<file path="src/rtl/div_pkg.sv">
// Shared definitions for the 12-by-6 restoring divider: word width,
// controller state encoding and the word driven on the bus for errors.
package div_pkg;

    localparam int unsigned DIV_W = 6;

    typedef enum logic [2:0] {
        IDLE,
        LD_HI,
        LD_LO,
        LD_DV,
        CHECK,
        DIV,
        OUT_Q,
        OUT_R
    } div_state_e;

    localparam logic [DIV_W-1:0] DIV_ERR_WORD = 6'h3F;

endpackage

</file>
<file path="src/rtl/div_datapath.sv">
// Datapath of the restoring divider: partial remainder A, quotient/dividend
// shift register Q, divisor D, the trial subtractor and the output mux.
// Sequenced entirely by strobes from the controller in the top.
module div_datapath
    import div_pkg::*;
#(
    parameter int unsigned W = DIV_W
) (
    input  logic         clk,
    input  logic         rst,
    input  logic         ldHi,
    input  logic         ldLo,
    input  logic         ldD,
    input  logic         shSub,
    input  logic         selQ,
    input  logic         selR,
    input  logic         errSel,
    input  logic [W-1:0] inBus,
    output logic         chkErr,
    output logic [W-1:0] outBus
);

    logic [W:0]   a_q, a_d;
    logic [W-1:0] q_q, q_d;
    logic [W-1:0] d_q, d_d;
    logic [W:0]   a_sh;
    logic [W+1:0] t;

    // Operand loads and one shift/trial-subtract step per shSub cycle.
    always_comb begin
        a_d  = a_q;
        q_d  = q_q;
        d_d  = d_q;
        // A < D before the shift, so the shifted value still fits in W+1 bits.
        a_sh = {a_q[W-1:0], q_q[W-1]};
        t    = {1'b0, a_sh} - {2'b00, d_q};
        if (ldHi) begin
            a_d = {1'b0, inBus};
        end
        if (ldLo) begin
            q_d = inBus;
        end
        if (ldD) begin
            d_d = inBus;
        end
        if (shSub) begin
            if (!t[W+1]) begin
                a_d = t[W:0];
                q_d = {q_q[W-2:0], 1'b1};
            end else begin
                a_d = a_sh;
                q_d = {q_q[W-2:0], 1'b0};
            end
        end
    end

    // Datapath registers.
    always_ff @(posedge clk or posedge rst) begin
        if (rst) begin
            a_q <= '0;
            q_q <= '0;
            d_q <= '0;
        end else begin
            a_q <= a_d;
            q_q <= q_d;
            d_q <= d_d;
        end
    end

    // Divide-by-zero or quotient wider than W bits (high word >= divisor).
    always_comb begin
        chkErr = (d_q == '0) || (a_q[W-1:0] >= d_q);
    end

    // Result mux: quotient, remainder or the error word; zero when idle.
    always_comb begin
        outBus = '0;
        if (selQ || selR) begin
            if (errSel) begin
                outBus = W'(DIV_ERR_WORD);
            end else if (selQ) begin
                outBus = q_q;
            end else begin
                outBus = a_q[W-1:0];
            end
        end
    end

endmodule

</file>
<file path="src/rtl/restoring_divider.sv">
// Sequential 12-by-6 unsigned restoring divider on a narrow shared bus.
// Operands arrive as dividend high, dividend low, divisor; results leave as
// quotient (with done) then remainder. Controller, iteration counter and
// error flag live here; arithmetic lives in div_datapath.
module restoring_divider
    import div_pkg::*;
#(
    parameter int unsigned W = DIV_W
) (
    input  logic         clk,
    input  logic         rst,
    input  logic         start,
    input  logic [W-1:0] inBus,
    output logic         done,
    output logic         err,
    output logic [W-1:0] outBus
);

    localparam int unsigned CNT_W = $clog2(W + 1);

    div_state_e       state_q, state_d;
    logic [CNT_W-1:0] cnt_q, cnt_d;
    logic             err_q, err_d;

    logic ldHi, ldLo, ldD, shSub, selQ, selR;
    logic chkErr;

    div_datapath #(
        .W (W)
    ) u_dp (
        .clk    (clk),
        .rst    (rst),
        .ldHi   (ldHi),
        .ldLo   (ldLo),
        .ldD    (ldD),
        .shSub  (shSub),
        .selQ   (selQ),
        .selR   (selR),
        .errSel (err_q),
        .inBus  (inBus),
        .chkErr (chkErr),
        .outBus (outBus)
    );

    // Controller state, iteration counter and latched error flag.
    always_ff @(posedge clk or posedge rst) begin
        if (rst) begin
            state_q <= IDLE;
            cnt_q   <= '0;
            err_q   <= 1'b0;
        end else begin
            state_q <= state_d;
            cnt_q   <= cnt_d;
            err_q   <= err_d;
        end
    end

    // Next-state logic and state-decoded strobes/outputs.
    always_comb begin
        state_d = state_q;
        cnt_d   = cnt_q;
        err_d   = err_q;
        ldHi    = 1'b0;
        ldLo    = 1'b0;
        ldD     = 1'b0;
        shSub   = 1'b0;
        selQ    = 1'b0;
        selR    = 1'b0;
        done    = 1'b0;
        err     = 1'b0;
        unique case (state_q)
            IDLE: begin
                if (start) begin
                    state_d = LD_HI;
                end
            end
            LD_HI: begin
                ldHi    = 1'b1;
                state_d = LD_LO;
            end
            LD_LO: begin
                ldLo    = 1'b1;
                state_d = LD_DV;
            end
            LD_DV: begin
                ldD     = 1'b1;
                state_d = CHECK;
            end
            CHECK: begin
                err_d   = chkErr;
                cnt_d   = CNT_W'(W);
                state_d = chkErr ? OUT_Q : DIV;
            end
            DIV: begin
                shSub = 1'b1;
                cnt_d = cnt_q - CNT_W'(1);
                if (cnt_q == CNT_W'(1)) begin
                    state_d = OUT_Q;
                end
            end
            OUT_Q: begin
                selQ    = 1'b1;
                done    = 1'b1;
                err     = err_q;
                state_d = OUT_R;
            end
            OUT_R: begin
                selR    = 1'b1;
                err     = err_q;
                err_d   = 1'b0;
                state_d = IDLE;
            end
            default: begin
                state_d = IDLE;
            end
        endcase
    end

endmodule

</file>
<file path="config.mk">
export PLATFORM = sky130hd
export DESIGN_NAME = restoring_divider
export DESIGN_NICKNAME = d
export VERILOG_FILES = /design/src/rtl/div_pkg.sv /design/src/rtl/div_datapath.sv /design/src/rtl/restoring_divider.sv
export SDC_FILE = /design/constraint.sdc
export NUM_CORES = 1
export LEC_CHECK = 0
export CORE_MARGIN = 2
export CORE_UTILIZATION = 45
export DETAILED_ROUTE_END_ITERATION = 12
export GPL_TIMING_DRIVEN = 0
export PLACE_DENSITY = 0.66
export SYNTH_ARGS = -nofsm -noshare
export SYNTH_HDL_FRONTEND = slang
export SYNTH_SLANG_ARGS = --single-unit
export TNS_END_PERCENT = 1
</file>
<file path="constraint.sdc">
create_clock -name clk -period 2.65 [get_ports clk]
set_clock_uncertainty 0.05 [all_clocks]
set_input_delay 0.53 -clock clk [delete_from_list [all_inputs] [get_ports clk]]
set_output_delay 0.53 -clock clk [all_outputs]
set_load 0.03 [all_outputs]
</file>
Word level (Yosys, flattened, before mapping)
Index checks and enable logic that the tools add are counted.
{ "classes": {"n_mux": 22, "n_addsub": 2, "n_eq_ne": 10, "magnitude_cmp": 1, "reduce_logical": 10} }
{ "ops": {"columns": ["op", "count"], "rows": [
  ["6-bit two-way mux", 8],
  ["3-bit case mux with 8 select lines", 1],
  ["3-bit == test (second input constant)", 4],
  ["1-bit two-way mux", 8],
  ["2-bit nonzero test", 4],
  ["7-bit by 6-bit subtractor with 8-bit output", 1],
  ["3-bit by 1-bit == test with 1-bit output (second input constant)", 2],
  ["3-bit by 2-bit == test with 1-bit output (second input constant)", 2],
  ["6-bit >= comparator", 1],
  ["6-bit logical NOT", 1],
  ["3-bit two-way mux", 2],
  ["3-bit case mux with 2 select lines", 1],
  ["2-bit != test (second input constant)", 2],
  ["3-bit logical NOT", 1],
  ["3-bit by 1-bit subtractor with 3-bit output (second input constant)", 1],
  ["1-bit logical OR", 2],
  ["2-bit two-way mux", 1],
  ["1-bit case mux with 2 select lines", 1],
  ["2-bit AND reduction", 1],
  ["2-bit OR reduction", 1]
]} }
{ "totals": {"register_bits": 25, "in_bits": 9, "out_inout_bits": 8, "wordCells": 51} }

Logic depth before layout (Yosys ltp)
{ "logic_depth": {"word_depth": 5, "ltp_mapped": 8, "ltp_nobuf": 8} }

Modules after synthesis
A second synthesis with hierarchy kept.
{ "unflattened": {"hier_cells": 188, "hier_area_um2": 1799.2} }
{ "modules_own_cells": {"columns": ["module", "cells_per_inst", "area_per_inst_um2", "seq_area_each_um2", "instances"], "rows": [
  ["div_datapath", 143, 1341.3, 450.4, 1],
  ["restoring_divider", 45, 457.9, 175.2, 1]
]} }

Worst setup path before layout
OpenSTA, ideal clock, no wires.
{ "synth_path": {"path_type": "register -> register", "from": "register u_dp.d_q[4]", "to": "register u_dp.a_q[0]", "setup_slack_ns": 0.602, "path_stages_with_launch": 8, "required_ns": 2.474, "arrival_ns": 1.872, "synth_period_minus_slack_ns": 2.048, "setup_time_ns": 0.126, "n_path_buf": 0, "cell_sequence": "dfrtp_1 > inv_1 > ha_1 > a21o_1 > a21boi_0 > o31ai_4 > mux2i_1 > a221o_1"} }
{ "synth_via": {"elab_chain_cells": 3} }
{ "synth_lines": {"columns": ["element", "line", "rtl"], "rows": [
  ["start: declaration", "div_datapath.sv:25", "logic [W-1:0] d_q, d_d;"],
  ["start signal: assignment", "div_datapath.sv:62", "d_q <= '0;"],
  ["start signal: assignment", "div_datapath.sv:66", "d_q <= d_d;"],
  ["7-bit by 6-bit subtractor with 8-bit output", "div_datapath.sv:36", "t = {1'b0, a_sh} - {2'b00, d_q};"],
  ["6-bit two-way mux", "div_datapath.sv:47", "if (!t[W+1]) begin"],
  ["6-bit two-way mux", "div_datapath.sv:46", "if (shSub) begin"],
  ["end signal: assignment", "div_datapath.sv:60", "a_q <= '0;"],
  ["end signal: assignment", "div_datapath.sv:64", "a_q <= a_d;"],
  ["end: declaration", "div_datapath.sv:23", "logic [W:0] a_q, a_d;"]
]} }
No other way between the ends.
A chain may end at the register's enable or synchronous reset.

Worst setup path after layout
{ "layout_path": {"from": "register state_q[0]", "to": "output done"} }
{ "layout_via": {"elab_chain_cells": 2} }
{ "layout_lines": {"columns": ["element", "line", "rtl"], "rows": [
  ["start: declaration", "restoring_divider.sv:21", "div_state_e state_q, state_d;"],
  ["start signal: assignment", "restoring_divider.sv:52", "state_q <= state_d;"],
  ["3-bit == test", "restoring_divider.sv:71", "unique case (state_q)"],
  ["1-bit two-way mux", "restoring_divider.sv:71", null],
  ["end: declaration", "restoring_divider.sv:14", "output logic done,"]
]} }
No other way between the ends.

==> metrics.md <==
| Metric | Value |
|---|---|
| Largest net degree at the start of global routing | 26 |
| Number of buffers created by CTS | 3 |
| Cell count after synthesis | 195 |
| Cell chosen for the clock root | sky130_fd_sc_hd__clkbuf_8 |
| Number of buffers and inverters on the critical path | 2 |
| Overflow left after global routing | 0 |
| Maximum clock frequency | 0.396 GHz |
| Share of the yosys chip area belonging to registers | 0.355 |
| Met1 wire length | 1980 um |
| Largest fanout on the critical path | 10 |
| Mean instance size in the synthesized netlist | 9.03 um^2 |
| Post-layout util | 0.543 |
| Peak supply drop | 0.000600 V |
| Combinational family with the most area after synthesis | compound AO/OA/AOI/OAI gates |
| Via density | 5.92 |
| Net count of the mapped netlist | 219 |
| Start of the worst register-to-register path | u_dp.d_q[4] |
| Net total in the final layout | 239 |
| Number of detailed-route iterations in the first pass | 4 |
| Max stage delay cell, worst path | sky130_fd_sc_hd__clkdlybuf4s50_1 |
| Synthesis warning total | 0 |
| Proportion of synthesized flip-flops having asynchronous set or reset | 1.00 |
| Synthesized area | 1760 um^2 |
| Slew of the pin with the lowest slew margin | 0.979 ns |
| Area enclosed by the die boundary | 4430 um^2 |
| Flop and latch count out of synthesis | 25 |
| R2r setup slk | 0.36 ns |
| WP data required | 2.07 ns |
| Share of the synthesized area in the top cell type | 0.355 |
| Total via count after detailed routing | 1552 |
| Chip width | 66.6 um |
| Predominant post-synthesis flop cell | sky130_fd_sc_hd__dfrtp_1 |
| Global-route wire length before repair | 7420 um |
| Critical Path AT | 1.94 ns |
| Combined global-route utilization of all metal layers | 0.223 |
| Core Rows | 22 |
| Share of cells above drive strength 1 | 0.0935 |
| Endpoints failing hold | 0 |
| Number of inserted filler cells in the final layout | 362 |
| Number of input and output port buffers inserted | 16 |
| Top cell family by delay on the critical path | buffers and inverters |
| Crit start category | register |
| TritonCTS clock tree | yes |
| # setup viols final | 0 |
| Placer congestion estimate | 0.936 |
| DRC violations left | 0 |
| Signed area change from the synthesized netlist to the final layout | 14.6% |
| Post-Route Setup TNS | 0 ns |
| Met3 WL post-DR | 229 um |
| Antenna Nets Post-Route | 0 |
| Reg2reg end | u_dp.a_q[0] |
| Antenna violations before repair | 0 |
| Number of buffers inserted by post-CTS setup repair | 0 |
| Final worst path period share | 0.952 |
| Buffers from clock root to sink, at most | 2 |
| Clock Latency Late Sink | 0.27 ns |
| Cell depth of the worst flop-to-flop path | 7 |
| Io pins | 17 |
| H-tree levels | 1 |
| Final wirelength | 4390 um |
| Synthesized-area fraction occupied by and/or/nand/nor cells | 0.162 |
| Largest cells by area after synthesis | sky130_fd_sc_hd__dfrtp_1 36%, sky130_fd_sc_hd__ha_1 9.9%, sky130_fd_sc_hd__a21oi_1 4.5%, sky130_fd_sc_hd__mux2_2 4.5%, sky130_fd_sc_hd__nor2_1 4.0% |
| Cell type with the highest aggregate area in the netlist | sky130_fd_sc_hd__dfrtp_1 |
| Height of the die | 66.6 um |
| Total power draw | 2.96 mW |
| Placed insts | 259 |
| Highest metal layer with signal wires | met4 |
| Run status | complete, no violations |
| Worst hold path class | register to register |
| Clock-pin slew of the registers on the worst-case setup and hold paths | 0.09 ns |
| PwrDens | 1470 nW/um^2 |
| Post-synthesis cell type count | 41 |
| Via count of the first global-routing pass | 1514 |
| CP Cell Sequence | buf_2 > nor2b_1 > and2_1 > clkdlybuf4s50_1 |
| Critical Path Sink | done |
| Met2 wire length | 2110 um |
| Effective utilization at floorplan | 0.474 |
| Multiplexer fraction of the synthesized cell area | 0.0675 |
| Initial drt markers | 118 |
| Normalized max-slew margin | 0.347 |
| Leakage power of the design | 0.917 nW |
| Hold buffer count at cts | 0 |
| Final antenna diode count | 0 |
| Fraction of synthesized cell area in xor and xnor cells | 0.00994 |
| Core region area | 3720 um^2 |
| Worst setup path class | register to output port |
| Worst setup EP type | output port |
| Time the worst path needs with I/O delays and setup | 2.52 ns |
| RSZ-0062 raised after global routing | false |
| Logic depth of the worst setup path including buffers | 4 |
| Max-slew violation count | 0 |
| Worst setup startpoint | state_q[0] |
| Crit path largest cell delay | 0.66 ns |
| Synthesized-area fraction occupied by adder cells | 0.111 |
| Routed wirelength normalized by instance count | 16.7 um |
| Max-cap violations | 0 |
| Cell Count, Final, Fillers Out | 262 |
| Count of flip-flops with a built-in enable after synthesis | 0 |
| Clock sink total | 25 |
| DP HPWL | 3390 um |
| Area fraction in compound gates after synthesis | 0.238 |
-- cells by family (layout without fill, tap and decap cells) --
logic type | Yosys count | count (layout)
AO/OA/AOI/OAI | 62 | 62
AND/OR/NAND/NOR | 57 | 57
flip-flops | 25 | 25
buffers and inverters | 23 | 42
adder cells (fa/ha/maj) | 15 | 15
multiplexers | 11 | 11
XOR/XNOR | 2 | 2
-- repair_timing --
action                                  4_1_cts  5_1_grt
cloned                                        0        0
pin swaps                                     0        0
endpoints found under the setup margin        8        1
gates resized for setup                       8        0
hold endpoints to repair                      0        0
-- area by class of cell --
class	instances	area [um^2]	share of cell area
multi-input cells	147	1040	0.513
flip-flops and latches	25	626	0.310
repair buffers	16	153	0.0756
plain buffers	8	46.3	0.0229
inverters	14	52.6	0.0260
well taps	48	60.1	0.0298
clock buffers	4	45.0	0.0223
-- routing by layer --
metal  track usage  vias up
li1              -      752
met1         0.316      742
met2         0.355       52
met3        0.0253        6
met4        0.0689        0
met5             0        -
-- report_power, final --
group | switching [mW] | total, mW | internal, mW
clock | 0.127 | 0.235 | 0.108
sequential | 0.215 | 0.784 | 0.570
combinational | 1.10 | 1.94 | 0.839
-- how the worst min path moves through the flow --
| stage | startpoint | endpoint | slack (ns) | cells past startpoint |
|---|---|---|---|---|
| 6_report | cnt_q[2] | cnt_q[2] | 0.45 | 1 |
| 5_1_grt | cnt_q[2] | cnt_q[2] | 0.50 | 1 |
| 4_1_cts | cnt_q[2] | cnt_q[2] | 0.46 | 1 |
| 3_5_place_dp | cnt_q[2] | cnt_q[2] | 0.45 | 1 |
| 3_3_place_gp | cnt_q[2] | cnt_q[2] | 0.42 | 1 |
| 2_1_floorplan | cnt_q[2] | cnt_q[2] | 0.40 | 1 |
-- flip-flops by register name, indices dropped and copies added (netlist names) --
name      count
cnt_q         3
err_q         1
state_q       3
u_dp.a_q      6
u_dp.d_q      6
u_dp.q_q      6
-- placed cells by master, fill, tap and decap left out, types with 2 or more instances in the layout --
master / Yosys / layout
sky130_fd_sc_hd__dfrtp_1: 25 / 25
sky130_fd_sc_hd__nor2_1: 19 / 19
sky130_fd_sc_hd__a21oi_1: 16 / 16
sky130_fd_sc_hd__inv_1: 14 / 14
sky130_fd_sc_hd__ha_1: 14 / 14
sky130_fd_sc_hd__clkdlybuf4s50_1: 0 / 10
sky130_fd_sc_hd__o21ai_0: 9 / 9
sky130_fd_sc_hd__nand2_1: 8 / 8
sky130_fd_sc_hd__o22ai_1: 8 / 8
sky130_fd_sc_hd__mux2_2: 7 / 7
sky130_fd_sc_hd__and2_1: 7 / 7
sky130_fd_sc_hd__a211oi_1: 7 / 7
sky130_fd_sc_hd__or3_1: 6 / 6
sky130_fd_sc_hd__dlygate4sd2_1: 0 / 6
sky130_fd_sc_hd__nand2b_1: 5 / 5
sky130_fd_sc_hd__and3_1: 5 / 5
sky130_fd_sc_hd__o31ai_1: 4 / 4
sky130_fd_sc_hd__mux2i_1: 4 / 4
sky130_fd_sc_hd__clkbuf_2: 1 / 3
sky130_fd_sc_hd__nor2b_1: 3 / 3
sky130_fd_sc_hd__a31oi_1: 3 / 3
sky130_fd_sc_hd__clkbuf_8: 0 / 3
sky130_fd_sc_hd__nand3_1: 2 / 2
sky130_fd_sc_hd__clkbuf_1: 4 / 2
sky130_fd_sc_hd__a21o_1: 2 / 2
sky130_fd_sc_hd__o211ai_1: 2 / 2
sky130_fd_sc_hd__a221oi_1: 2 / 2
sky130_fd_sc_hd__a221o_1: 2 / 2
-- through the flow --
step	hold WS (ns)	area (um^2)	setup slack [ns]
finish	0.450	2020	0.126
CTS	0.462	2020	0.0701
floorplan	0.401	1760	0.602
detailed placement	0.450	1980	0.0976
global route	0.502	2020	0.0454
global placement	0.419	1980	0.0860
-- synth_stat cells (2+ instances only) --
| cell | n |
|---|---|
| sky130_fd_sc_hd__dfrtp_1 | 25 |
| sky130_fd_sc_hd__nor2_1 | 19 |
| sky130_fd_sc_hd__a21oi_1 | 16 |
| sky130_fd_sc_hd__ha_1 | 14 |
| sky130_fd_sc_hd__inv_1 | 14 |
| sky130_fd_sc_hd__o21ai_0 | 9 |
| sky130_fd_sc_hd__nand2_1 | 8 |
| sky130_fd_sc_hd__o22ai_1 | 8 |
| sky130_fd_sc_hd__a211oi_1 | 7 |
| sky130_fd_sc_hd__and2_1 | 7 |
| sky130_fd_sc_hd__mux2_2 | 7 |
| sky130_fd_sc_hd__or3_1 | 6 |
| sky130_fd_sc_hd__and3_1 | 5 |
| sky130_fd_sc_hd__nand2b_1 | 5 |
| sky130_fd_sc_hd__clkbuf_1 | 4 |
| sky130_fd_sc_hd__mux2i_1 | 4 |
| sky130_fd_sc_hd__o31ai_1 | 4 |
| sky130_fd_sc_hd__a31oi_1 | 3 |
| sky130_fd_sc_hd__nor2b_1 | 3 |
| sky130_fd_sc_hd__a21o_1 | 2 |
| sky130_fd_sc_hd__a221o_1 | 2 |
| sky130_fd_sc_hd__a221oi_1 | 2 |
| sky130_fd_sc_hd__nand3_1 | 2 |
| sky130_fd_sc_hd__o211ai_1 | 2 |
-- worst reg2reg max path, delay by kind of cell (launching register included) --
family	cells	cell delay, ns
AO/OA/AOI/OAI	4	1.14
adder cells (fa/ha/maj)	1	0.35
buffers and inverters	1	0.08
flip-flops	1	0.39
multiplexers	1	0.17
Power figures use the tool's default switching activity.
